### src/rtl/cactus_gen_pkg.sv
// Shared definitions for the cactus obstacle engine.
//   - Default screen/cactus geometry (also used by the pixel and dino stages).
//   - Spawn FSM state type, exposed on the debug port of cactus_gen.
//   - Galois LFSR step function used by lfsr16.
package cactus_gen_pkg;

  localparam int DEF_SCREEN_W = 640;
  localparam int DEF_GROUND_Y = 400;
  localparam int DEF_CACTUS_W = 16;
  localparam int DEF_TALL_H   = 40;
  localparam int DEF_SHORT_H  = 24;
  localparam int DEF_MIN_GAP  = 200;

  localparam logic [15:0] DEF_LFSR_SEED = 16'hACE1;
  // Taps 16,14,13,11 in Galois form.
  localparam logic [15:0] LFSR_MASK     = 16'hB400;

  typedef enum logic {
    ST_GAP   = 1'b0,
    ST_SPAWN = 1'b1
  } spawn_state_t;

  // One Galois shift: the bit falling out of the bottom is fed back
  // through the tap mask. A non-zero state never maps to zero.
  function automatic logic [15:0] lfsr_next(input logic [15:0] cur);
    return cur[0] ? ((cur >> 1) ^ LFSR_MASK) : (cur >> 1);
  endfunction

endpackage

### src/rtl/lfsr16.sv
// 16-bit Galois LFSR with enable. Reset loads the seed; each enabled clock
// advances one step. Shared by the cactus spawner and (later) the bird.
// Ports:
//   clk   in   clock
//   rst_n in   asynchronous active-low reset (loads seed)
//   en    in   advance one step this cycle
//   seed  in   reset value, must be non-zero
//   q     out  current LFSR state
module lfsr16
  import cactus_gen_pkg::*;
(
  input  logic        clk,
  input  logic        rst_n,
  input  logic        en,
  input  logic [15:0] seed,
  output logic [15:0] q
);

  always_ff @(posedge clk or negedge rst_n) begin
    if (!rst_n) begin
      q <= seed;
    end else if (en) begin
      q <= lfsr_next(q);
    end
  end

endmodule

### src/rtl/cactus_gen.sv
// Cactus obstacle engine. Keeps up to NUM_SLOTS cacti, scrolls them left by
// 'speed' pixels on every running frame_tick and spawns new ones at the right
// edge after a pseudo-random scrolled gap. black_cactus is a zero-latency hit
// test of the current pixel against all active cacti.
// Ports:
//   clk, rst_n   pixel clock, asynchronous active-low reset
//   frame_tick   one-cycle pulse per frame (start of vblank)
//   run          1 = game running, 0 = everything frozen (still drawn)
//   clear        synchronous restart: empty slots, gap_cnt=0, FSM=GAP
//   speed        scroll pixels per frame
//   h_cnt, v_cnt current pixel column / row
//   black_cactus current pixel lies inside an active cactus
//   active_mask  slot valid bits
//   dbg_state, dbg_gap_cnt, dbg_lfsr, dbg_x, dbg_tall
//                internal state for observation only
module cactus_gen
  import cactus_gen_pkg::*;
#(
  parameter int          NUM_SLOTS = 3,
  parameter int          SCREEN_W  = DEF_SCREEN_W,
  parameter int          GROUND_Y  = DEF_GROUND_Y,
  parameter int          CACTUS_W  = DEF_CACTUS_W,
  parameter int          TALL_H    = DEF_TALL_H,
  parameter int          SHORT_H   = DEF_SHORT_H,
  parameter int          MIN_GAP   = DEF_MIN_GAP,
  parameter logic [15:0] LFSR_SEED = DEF_LFSR_SEED
) (
  input  logic                       clk,
  input  logic                       rst_n,
  input  logic                       frame_tick,
  input  logic                       run,
  input  logic                       clear,
  input  logic [3:0]                 speed,
  input  logic [9:0]                 h_cnt,
  input  logic [9:0]                 v_cnt,
  output logic                       black_cactus,
  output logic [NUM_SLOTS-1:0]       active_mask,
  output spawn_state_t               dbg_state,
  output logic [9:0]                 dbg_gap_cnt,
  output logic [15:0]                dbg_lfsr,
  output logic [NUM_SLOTS-1:0][10:0] dbg_x,
  output logic [NUM_SLOTS-1:0]       dbg_tall
);

  localparam logic signed [10:0] X_SPAWN     = 11'(SCREEN_W);
  localparam logic signed [10:0] X_EXIT      = 11'(-CACTUS_W);
  localparam logic signed [10:0] X_WIDTH     = 11'(CACTUS_W);
  localparam logic [9:0]         Y_GROUND    = 10'(GROUND_Y);
  localparam logic [9:0]         Y_TALL_TOP  = 10'(GROUND_Y - TALL_H);
  localparam logic [9:0]         Y_SHORT_TOP = 10'(GROUND_Y - SHORT_H);
  localparam logic [9:0]         GAP_BASE    = 10'(MIN_GAP);
  localparam logic [9:0]         GAP_MAX     = 10'd1023;

  spawn_state_t          state_q, state_d;
  logic [9:0]            gap_q, gap_d, gap_sat, gap_thresh;
  logic [10:0]           gap_sum;
  logic [15:0]           lfsr_q;
  logic                  lfsr_en;
  logic                  advance;
  logic                  spawn_en;
  logic [NUM_SLOTS-1:0]  valid_vec, tall_vec, free_vec, grant, hit_vec;
  logic signed [10:0]    hx;

  // clear wins over a running tick; hold otherwise.
  assign advance = frame_tick && run && !clear;
  assign hx      = $signed({1'b0, h_cnt});

  lfsr16 u_lfsr (
    .clk   (clk),
    .rst_n (rst_n),
    .en    (lfsr_en),
    .seed  (LFSR_SEED),
    .q     (lfsr_q)
  );

  // A slot is free only if it was invalid before this tick's move, so a
  // cactus leaving the screen cannot be replaced in the same tick.
  assign free_vec = ~valid_vec;

  // Lowest-index free slot wins.
  always_comb begin
    logic found;
    grant = '0;
    found = 1'b0;
    for (int i = 0; i < NUM_SLOTS; i++) begin
      if (free_vec[i] && !found) begin
        grant[i] = 1'b1;
        found    = 1'b1;
      end
    end
  end

  assign gap_sum    = {1'b0, gap_q} + {7'd0, speed};
  assign gap_sat    = gap_sum[10] ? GAP_MAX : gap_sum[9:0];
  // Threshold uses the LFSR value held before this tick's step.
  assign gap_thresh = GAP_BASE + {2'b00, lfsr_q[7:0]};

  // Spawn FSM. GAP accumulates scrolled distance; once past the random
  // threshold, SPAWN places a cactus on the next running tick that finds a
  // free slot, holding gap_cnt while it waits.
  always_comb begin
    state_d  = state_q;
    gap_d    = gap_q;
    lfsr_en  = 1'b0;
    spawn_en = 1'b0;
    if (clear) begin
      state_d = ST_GAP;
      gap_d   = '0;
    end else if (advance) begin
      case (state_q)
        ST_GAP: begin
          lfsr_en = 1'b1;
          gap_d   = gap_sat;
          if (gap_sat >= gap_thresh) state_d = ST_SPAWN;
        end
        ST_SPAWN: begin
          if (|free_vec) begin
            spawn_en = 1'b1;
            gap_d    = '0;
            state_d  = ST_GAP;
          end
        end
        default: state_d = ST_GAP;
      endcase
    end
  end

  always_ff @(posedge clk or negedge rst_n) begin
    if (!rst_n) begin
      state_q <= ST_GAP;
      gap_q   <= '0;
    end else begin
      state_q <= state_d;
      gap_q   <= gap_d;
    end
  end

  for (genvar i = 0; i < NUM_SLOTS; i++) begin : g_slot
    logic               valid_q, tall_q;
    logic signed [10:0] x_q, x_move;
    logic [9:0]         y_top;

    assign x_move = x_q - $signed({7'd0, speed});

    // A freshly spawned cactus is placed at the right edge unmoved; an
    // existing cactus drops out once its right edge reaches column 0.
    always_ff @(posedge clk or negedge rst_n) begin
      if (!rst_n) begin
        valid_q <= 1'b0;
        x_q     <= '0;
        tall_q  <= 1'b0;
      end else if (clear) begin
        valid_q <= 1'b0;
        x_q     <= '0;
        tall_q  <= 1'b0;
      end else if (advance) begin
        if (spawn_en && grant[i]) begin
          valid_q <= 1'b1;
          x_q     <= X_SPAWN;
          tall_q  <= lfsr_q[8];
        end else if (valid_q) begin
          if (x_move > X_EXIT) begin
            x_q <= x_move;
          end else begin
            valid_q <= 1'b0;
            x_q     <= '0;
          end
        end
      end
    end

    assign y_top      = tall_q ? Y_TALL_TOP : Y_SHORT_TOP;
    assign hit_vec[i] = valid_q && (hx >= x_q) && (hx < x_q + X_WIDTH) &&
                        (v_cnt >= y_top) && (v_cnt < Y_GROUND);
    assign valid_vec[i] = valid_q;
    assign tall_vec[i]  = tall_q;
    assign dbg_x[i]     = x_q;
  end

  assign black_cactus = |hit_vec;
  assign active_mask  = valid_vec;
  assign dbg_state    = state_q;
  assign dbg_gap_cnt  = gap_q;
  assign dbg_lfsr     = lfsr_q;
  assign dbg_tall     = tall_vec;

endmodule

### config.mk
export PLATFORM = sky130hd
export DESIGN_NAME = cactus_gen
export DESIGN_NICKNAME = d
export VERILOG_FILES = /design/src/rtl/cactus_gen_pkg.sv /design/src/rtl/lfsr16.sv /design/src/rtl/cactus_gen.sv
export SDC_FILE = /design/constraint.sdc
export NUM_CORES = 1
export LEC_CHECK = 0
export ABC_CLOCK_PERIOD_IN_PS = 8500
export CORE_UTILIZATION = 55
export CTS_CLUSTER_DIAMETER = 50
export CTS_CLUSTER_SIZE = 28
export DETAILED_ROUTE_END_ITERATION = 6
export MAX_ROUTING_LAYER = met4
export PLACE_DENSITY = 0.83
export SLEW_MARGIN = 30
export SYNTH_ARGS = -nofsm -noshare
export SYNTH_HDL_FRONTEND = slang
export SYNTH_SLANG_ARGS = --single-unit
### constraint.sdc
create_clock -name clk -period 8.5 [get_ports clk]
set_input_delay 1.7 -clock clk [delete_from_list [all_inputs] [get_ports clk]]
set_output_delay 1.7 -clock clk [all_outputs]
set_load 0.02 [all_outputs]
---- Word-level counts from Yosys, hierarchy flattened ----
Cells that the tools add are included.
W data, S select, Z words.
word-level totals
  register bits ........................... 66
  latch bits .............................. 0
  bits in writable memories ............... 0
  ROM bits ................................ 0
  bits of input ports ..................... 29
  output and inout port bits .............. 67
  word-level logic and storage cells ...... 140
  memories kept ........................... 0
cells by class
  add/sub/neg operators ................... 8
  multiply operators ...................... 0
  divide/modulo/power cells ............... 0
  $lt $le $gt $ge ......................... 14
  equal/unequal tests ..................... 1
  shift operators ......................... 0
  muxes and demuxes ....................... 64
  bitwise logic cells ..................... 3
  reduce and logical (&&, ||, !) cells .... 38
operators by type and width
  cell                     number
  $mux W11                 15
  $ge A10 B9 Y1            4
  $mux W10                 4
  $mux W1                  39
  $add A11 B6 Y11 const B  3
  $ge A11 B11 Y1           3
  $gt A11 B5 Y1 const B    3
  $lt A11 B11 Y1           3
  $sub A11 B5 Y11          3
  $pmux W10 S2             1
  $logic_and A1 B1 Y1      19
  $mux W16                 1
  $mux W5                  3
  $reduce_and A2 Y1        7
  $add A10 B4 Y11          1
  $lt A10 B9 Y1 const B    1
  $add A8 B8 Y9 const A    1
  $reduce_bool A3 Y1       3
  $reduce_bool A2 Y1       4
  $reduce_or A3 Y1         2
  $not A3 Y4               1
  $logic_not A1 Y1         3
  $ne A3 B2 Y1 const B     1
  $not A3 Y3               1
  other kinds (2)          2

---- Depth between registers and ports, before layout ----
Gate-level depths: netlist of the first run.
  depth after elaboration ................. 12
  mapped depth ............................ 13
  depth with buffers taken out ............ 13

---- Least setup slack after synthesis of the first run ----
OpenSTA, ideal clock, no wires.
  path kind ............................... input to output
  start ................................... in v_cnt[6]
  end ..................................... out black_cactus
  arrival ................................. 3449 ps
  data required time ...................... 6800 ps
  path slack .............................. 3351 ps
  cell stages on the path ................. 5
  buffers on the path ..................... 0
  cells stage by stage .................... o311ai_0 > nand2b_1 > a2111oi_0 > nand3_1 > o311ai_0
between the ends
  longest elaborated chain between the ends .. 4
  elaborated cells between the ends (all ways) .. 11
  classes of those cells .................. 4 x order compare; 7 x reduce/logical
ends and longest elaborated chain
  item                 line               text
  start, declared      cactus_gen.sv:35   input logic [9:0] v_cnt,
  $ge A10 B9 Y1        cactus_gen.sv:174  (v_cnt >= y_top) && (v_cnt < Y_GROUND);
  $logic_and A1 B1 Y1  cactus_gen.sv:173  assign hit_vec[i] = valid_q && (hx >= x_q) && (hx < x_q + X_WIDTH) &&
  $logic_and A1 B1 Y1  cactus_gen.sv:174
  $reduce_or A3 Y1 *   cactus_gen.sv:180  assign black_cactus = |hit_vec;
  end, declared        cactus_gen.sv:36   output logic black_cactus,
Mark *: on every way between the ends. The rest lies on a longest branch, timed or not.

---- Final worst setup path of the first run ----
  start ................................... in h_cnt[1]
  end ..................................... out black_cactus
between the ends
  longest elaborated chain between the ends .. 6
  elaborated cells between the ends (all ways) .. 19
  classes of those cells .................. 6 x order compare; 13 x reduce/logical
ends and longest elaborated chain
  item                               line               text
  start, declared                    cactus_gen.sv:34   input logic [9:0] h_cnt,
  $ge A11 B11 Y1                     cactus_gen.sv:173
  $logic_and A1 B1 Y1 (3 in series)  cactus_gen.sv:173
  $logic_and A1 B1 Y1                cactus_gen.sv:174
  $reduce_or A3 Y1 *                 cactus_gen.sv:180
Marked as above.

==> results of run 1 <==
power by group:
part	switching [W]	leakage (nW)	internal, W	total (W)
sequential	0.0000284	0.888	0.000345	0.000373
clock	0.000139	0.113	0.000165	0.000304
combinational	0.000129	2.13	0.000106	0.000235
cell usage after synthesis (all sizes together), types with 5 or more instances:
master    n
o311ai    5
nand4    10
o21ai    49
o31ai     6
dfrtp    58
xnor2    27
nor2     46
a21oi    47
or3       6
buf      17
a2111oi   8
nand2    67
ha       83
inv      51
o21a      9
a211oi   10
xor2     11
a22o     19
o211ai    8
nand2b    8
a21o     13
clkbuf   14
nor3     22
dfstp     8
nor2b     7
nand3    29
layout make-up:
class / instances / area share
multi-input combinational: 559 / 0.559
sequential: 66 / 0.231
timing repair buffer: 94 / 0.129
inverter: 51 / 0.0266
tap: 136 / 0.0237
clock buffer: 9 / 0.0172
clock inverter: 7 / 0.0129
worst max-delay path, stage by stage:
cell	delay (ns)
clkdlybuf4s50_1	0.51
ha_1	0.36
nor2b_1	0.15
o31ai_1	0.28
a21oi_1	0.12
o21ai_0	0.15
a21oi_1	0.08
a311o_1	0.33
o311ai_0	0.15
clkdlybuf4s50_1	0.70
registers in the layout (all words and copies together) (netlist names):
name / flops
dbg_gap_cnt: 10
u_lfsr.q: 16
g_slot.valid_q: 3
dbg_state: 1
g_slot.tall_q: 3
g_slot.x_q: 33
per-stage QoR:
stage,cell area (um2),util,cells,hold slack (ns)
finish,7190,0.687,922,0.473
global route,7190,0.687,922,0.491
CTS,7190,0.687,922,0.474
detailed placement,6980,0.667,906,0.460
global placement,6960,0.666,906,0.455
floorplan,6020,-,707,0.498
layer usage:
metal  vias up  share of wire  track usage
met4         0          0.039        0.161
met3        55          0.060       0.0426
met5         -              0            -
li1       2754              -            -
met1      2747           0.42        0.389
met2       251           0.48        0.524
worst paths after layout:
| path | start | to | slack [ns] |
|---|---|---|---|
| setup / recovery | h_cnt[1] | black_cactus | 2.28 |
| hold / removal | u_lfsr.q[15] | u_lfsr.q[15] | 0.47 |
| setup reg to reg | dbg_gap_cnt[0] | dbg_state | 5.08 |
| hold reg to reg | u_lfsr.q[15] | u_lfsr.q[15] | 0.47 |
| max in group asynchronous | rst_n | g_slot[2].valid_q | 6.42 |
| min in group asynchronous | rst_n | g_slot[1].x_q[2] | 1.51 |
cell families after synthesis:
logic type	count (synthesis)	synth area share
muxes	4	0.00665
buffers and inverters	82	0.0594
and+or+nand+nor	219	0.176
xor gates and xnor gates	38	0.0552
adders and majority gates	87	0.186
DFF	66	0.276
AOI/OAI and AO/OA	211	0.242
==> flow_summary.toml, run 1 <==
[pwr]
power_density_nw_per_um2 = 127
total_power_w = 0.000912
peakVddDrop_mv = 0.138
p_leak_nw = 3.13

[yosys]
synth_edf_count = 0
avgSynthCellArea_um2 = 8.52
syn_inst = 707
async_flop_share = 1.00
synth-seq-cells = 66
synth_seq_area_share = 0.276
synthFlopType = "dfrtp_1"
synth_area_um2 = 6020
ys_types = 71
synthTopCellsByArea = "dfrtp_1 (24%), ha_1 (17%), nand2_1 (4.1%)"
synth_top_area_frac = 0.241
syn-num-nets = 823
yosysTopAreaCell = "dfrtp_1"
yosysWarnings = 0

[timing]
finClkSkew_ns = 0.0118
fin_ws_ns = 2.28
setup_tns_ns = 0
finalCriticalPeriod_ns = 6.22
rsz0062_at_grt = "no"
tightest_slew_ns = 0.858
max_clock_freq_ghz = 0.161
finalSetupViolCount = 0
slew_viol_final = 0
post-route-period-util = 0.732
hold_viol = 0
relSlewSlack = 0.428

[clocking]
post_cts_buffers = 0
h-tree-depth = 3
tritoncts = "done"
cts-hold-fix-buffers = 0
clock-sinks = 66
insertion_delay_ns = 0.37
path_clk_slew_ns = 0.08
root_buffer = "clkbuf_8"
ctsResizeCount = 0
numCtsBuffers = 9
cts_max_path_buffers = 2

[placement]
hpwl_um = 12800
place_ws_ns = 2.32
gp_congestion = 0.980
io_buffers = 92

[layout]
num-nets-final = 897
final-seq-area_um2 = 1660
drive_gt1_frac = 0.0547
syn2layout_area_growth_pct = 19.4
fillCellCount = 854
mostFrequentLayoutCells = "clkdlybuf4s50_1 (91), ha_1 (83), nand2_1 (66), dfrtp_1 (58), inv_1 (51)"
multi_input_area_um2 = 4020
n_antenna_cell = 0
final_common_cell = "clkdlybuf4s50_1"

[global_route]
grt_pass1_wl_um = 27800
antenna_found_initial = 0
grt_max_degree = 67
grt_use_total = 0.320
gr-total-overflow = 0
grt_pass1_vias = 5848

[setup_path]
reg2reg_depth = 12
critPathKind = "in2out"
worstPathArrival_ns = 4.52
end_kind = "primary output"
critPathMaxFanout = 3
worstSetupStartpointType = "input pin"
required_ns = 6.80

[route]
vias_per_cell = 6.30
wire_per_inst_um = 18.6
drtIter0Drc = 379
antenna_violating_nets_post_route = 0
wirelength_um = 17200
via_count = 5807
drtPass1Iterations = 6
post-route-drc-count = 0

[floorplan]
die_y_um = 107
die_w_um = 107
start_util = 0.576
core-area_um2 = 10500
ios = 96
rows = 37
dieArea_um2 = 11400

[run]
drv_cap = 0

[hold_path]
hold_path.class = "reg2reg"
min_path_cells = 2

[run_status]
run_status = "completed"
Note: power is estimated with default switching activity, not from simulation.
==> run 2: changes to the inputs <==
ABC_CLOCK_PERIOD_IN_PS = 5600   (was 8500)
CORE_UTILIZATION = 50   (was 55)
PLACE_DENSITY = 0.79   (was 0.83)
clock period = 5.6 ns   (was 8.5 ns; I/O delays follow)
==> flow_summary.toml, run 2 (same netlist as run 1, synthesis figures left out) <==
[floorplan]
die_w_um = 112
rows = 39
start_util = 0.521
die_y_um = 112
core-area_um2 = 11600
dieArea_um2 = 12500
ios = 96

[setup_path]
critPathMaxFanout = 3
ff2ff_setup_slack_ns = 2.17
cp.buffers_inverters = 2
worstPathArrival_ns = 4.02
path_cells = "clkdlybuf4s50_1 -> ha_1 -> nor2b_1 -> o31ai_1 -> a21oi_1 -> o21ai_0 -> a21oi_1 -> a311o_1 -> o311ai_0 -> clkdlybuf4s50_1"
slowest_stage = "clkdlybuf4s50_1"
worstSetupStartpointType = "input pin"
slowest_delay_ns = 0.68
required_ns = 4.48
cp_top_family = "buffers and inverters"
end_kind = "primary output"
critPathKind = "in2out"

[route]
wirelength_um = 17700
vias_per_cell = 6.33
met1_length_um = 7710
wire_per_inst_um = 19.0
via_count = 5897
antenna_violating_nets_post_route = 0
route.met2.wl_um = 8230
drtPass1Iterations = 7
wl_met3_um = 1150
routed.top_layer = "met4"
drtIter0Drc = 429
post-route-drc-count = 6

[clocking]
clock-sinks = 66
post_cts_buffers = 0
ctsResizeCount = 0
h-tree-depth = 3
cts_max_path_buffers = 2
root_buffer = "clkbuf_16"
cts-hold-fix-buffers = 0
path_clk_slew_ns = 0.06
numCtsBuffers = 9
insertion_delay_ns = 0.35
tritoncts = "done"

[layout]
num-nets-final = 899
drive_gt1_frac = 0.0571
fillCellCount = 997
mostFrequentLayoutCells = "clkdlybuf4s50_1 (91), ha_1 (83), nand2_1 (66), dfrtp_1 (58), inv_1 (51)"
regMostFlops = "g_slot.x_q"
largest_register_ff_count = 33
multi_input_area_um2 = 4010
syn2layout_area_growth_pct = 20.9
final_common_cell = "clkdlybuf4s50_1"
design_area_um2 = 7280
n_antenna_cell = 0
final-seq-area_um2 = 1660

[timing]
finClkSkew_ns = 0.00373
max_clock_freq_ghz = 0.194
tightest_slew_ns = 0.937
post-route-period-util = 0.918
slew_viol_final = 0
finalSetupViolCount = 0
finalCriticalPeriod_ns = 5.14
rsz0062_at_grt = "no"
setup_tns_ns = 0
relSlewSlack = 0.373
hold_viol = 0

[pwr]
total_power_w = 0.00148
peakVddDrop_mv = 0.219
power_density_nw_per_um2 = 204
p_leak_nw = 3.17

[run_status]
run_status = "finished with violations"
violations = "design-rule violations"

[global_route]
antenna_found_initial = 0
gr-total-overflow = 0
grt_use_total = 0.307
grt_pass1_vias = 5830
grt_max_degree = 67
grt_pass1_wl_um = 29600

[hold_path]
hold_path.class = "reg2reg"

[run]
drv_cap = 0

[placement]
io_buffers = 92
placed_area_um2 = 6990
hpwl_um = 13300
gp_congestion = 0.916
-- run 2: changes by cell type in the layout (fill, tap and decap cells not counted), moves of 2 or more --
| cell | change |
|---|---|
| clkbuf_16 | +9 |
| clkbuf_8 | -8 |
| clkinv_2 | -3 |
| bufinv_16 | -2 |
| clkinvlp_4 | +2 |
-- run 2: worst min-delay path, stage by stage, from the launching register on --
cell and delay (ns):
dfstp_2 0.38, nand2_1 0.05, nand2_1 0.05
-- run 2: stage by stage --
stage | cells | utilization | worst slack (ns) | hold slack, ns
3_5_place_dp | 915 | 0.604 | 0.518 | 0.466
4_1_cts | 931 | 0.629 | 0.493 | 0.481
5_1_grt | 931 | 0.630 | 0.352 | 0.517
6_report | 931 | 0.630 | 0.458 | 0.481
3_3_place_gp | 915 | 0.604 | 0.543 | 0.456
2_1_floorplan | 707 | - | 1.61 | 0.498
-- run 2: path summary, 6_finish.rpt --
| kind | startpoint | depth (start not counted) | endpoint |
|---|---|---|---|
| setup / recovery | h_cnt[1] | 10 | black_cactus |
| hold / removal | u_lfsr.q[11] | 2 | u_lfsr.q[11] |
| setup reg to reg | dbg_gap_cnt[0] | 12 | dbg_state |
| hold reg to reg | u_lfsr.q[11] | 2 | u_lfsr.q[11] |
| max in group asynchronous | rst_n | 2 | u_lfsr.q[12] |
| min in group asynchronous | rst_n | 2 | g_slot[1].x_q[10] |
-- run 2: power by group --
group | total, W | internal, W | switching (W)
sequential | 0.000567 | 0.000524 | 0.0000433
combinational | 0.000359 | 0.000161 | 0.000198
clock | 0.000559 | 0.000316 | 0.000242
-- run 2: final cells by class --
type                            count  share of cell area
Tap cell                          143              0.0246
Timing Repair Buffer               96               0.130
Sequential cell                    66               0.228
Clock inverter                      6             0.00687
Multi-Input combinational cell    559               0.551
Inverter                           51              0.0263
Clock buffer                       10              0.0328
-- run 2: layer usage --
metal / vias up / GRT usage
met5: - / -
met4: 0 / 0.141
met3: 45 / 0.0566
met2: 247 / 0.477
met1: 2855 / 0.387
li1: 2750 / -
==> run 3: changes to the inputs <==
ABC_CLOCK_PERIOD_IN_PS = 6390   (was 5600)
CORE_UTILIZATION = 55   (was 50)
PLACE_DENSITY = 0.83   (was 0.79)
clock period = 6.39 ns   (was 5.6 ns; I/O delays follow)
==> flow_summary.toml, run 3 (same netlist as run 1, synthesis figures left out) <==
[placement]
hpwl_um = 12800
gp_congestion = 1.00
placed_area_um2 = 6980
io_buffers = 92

[clocking]
tritoncts = "done"
ctsResizeCount = 0
root_buffer = "clkbuf_8"
clock-sinks = 66
post_cts_buffers = 0
insertion_delay_ns = 0.36
h-tree-depth = 3
cts-hold-fix-buffers = 0
path_clk_slew_ns = 0.08
cts_max_path_buffers = 2
numCtsBuffers = 9

[timing]
finalSetupViolCount = 0
post-route-period-util = 0.853
relSlewSlack = 0.398
rsz0062_at_grt = "no"
tightest_slew_ns = 0.900
hold_viol = 0
max_clock_freq_ghz = 0.184
slew_viol_final = 0
finClkSkew_ns = 0.0107
finalCriticalPeriod_ns = 5.45
setup_tns_ns = 0
hold-worst-slack_ns = 0.476

[pwr]
peakVddDrop_mv = 0.176
power_density_nw_per_um2 = 164
total_power_w = 0.00118
p_leak_nw = 3.10

[setup_path]
critPathMaxFanout = 3
end_kind = "primary output"
worstSetupStartpointType = "input pin"
critPathKind = "in2out"
required_ns = 5.11
worstPathArrival_ns = 4.17
ff2ff_setup_slack_ns = 2.92

[route]
antenna_violating_nets_post_route = 0
post-route-drc-count = 0
wire_per_inst_um = 18.9
vias_per_cell = 6.39
drtPass1Iterations = 5
drtIter0Drc = 317
via_count = 5886
wirelength_um = 17400

[global_route]
grt_pass1_wl_um = 28300
grt_max_degree = 67
grt_use_total = 0.322
antenna_found_initial = 0
gr-total-overflow = 0
grt_pass1_vias = 5876

[run_status]
run_status = "completed"

[layout]
design_area_um2 = 7170
drive_gt1_frac = 0.0535
final_common_cell = "clkdlybuf4s50_1"
fillCellCount = 853
num-nets-final = 897
regMostFlops = "g_slot.x_q"
n_antenna_cell = 0
largest_register_ff_count = 33
syn2layout_area_growth_pct = 19.0
mostFrequentLayoutCells = "clkdlybuf4s50_1 (91), ha_1 (83), nand2_1 (66), dfrtp_1 (58), inv_1 (51)"

[run]
drv_cap = 0

[floorplan]
die_w_um = 107
ios = 96
start_util = 0.576
core-area_um2 = 10500
dieArea_um2 = 11400
rows = 37
die_y_um = 107

[hold_path]
hold_path.class = "reg2reg"
run 3: path summary, 6_finish.rpt:
check / depth (start not counted) / from / to
worst max-delay path: 10 / h_cnt[1] / black_cactus
worst min-delay path: 2 / u_lfsr.q[15] / u_lfsr.q[15]
worst max register to register: 12 / dbg_gap_cnt[0] / dbg_state
worst min register to register: 2 / u_lfsr.q[15] / u_lfsr.q[15]
max in group asynchronous: 2 / rst_n / g_slot[0].tall_q
min in group asynchronous: 2 / rst_n / g_slot[2].x_q[0]
run 3: layout make-up:
class / instances / area [um2] / area share
multi-input combinational: 559 / 4020 / 0.561
sequential: 66 / 1660 / 0.232
timing repair buffer: 94 / 931 / 0.130
inverter: 51 / 191 / 0.0267
tap: 136 / 170 / 0.0237
clock buffer: 9 / 124 / 0.0173
clock inverter: 6 / 68.8 / 0.00960
run 3: report_power, final:
part           switching (W)  internal, W
combinational       0.000173     0.000141
clock               0.000188     0.000179
sequential         0.0000377     0.000458
run 3: per-stage QoR:
step	utilization	cells	setup WS, ns
after floorplan	-	707	2.09
after global placement	0.666	906	1.08
after detailed placement	0.667	906	1.02
after CTS	0.685	921	0.984
after global routing	0.685	921	0.754
final	0.685	921	0.942
run 3: metal layers:
| layer | part of all wire | vias to the layer above | track usage |
|---|---|---|---|
| met5 | 0 | - | - |
| met4 | 0.034 | 0 | 0.153 |
| met3 | 0.065 | 58 | 0.0468 |
| met2 | 0.48 | 260 | 0.531 |
| met1 | 0.42 | 2830 | 0.389 |
| li1 | - | 2738 | - |
run 3: critical path, stage by stage:
cell             delay [ns]
clkdlybuf4s50_1        0.52
ha_1                   0.37
nor2b_1                0.14
o31ai_1                0.26
a21oi_1                0.13
o21ai_0                0.18
a21oi_1                0.10
a311o_1                0.34
o311ai_0               0.15
clkdlybuf4s50_1        0.70
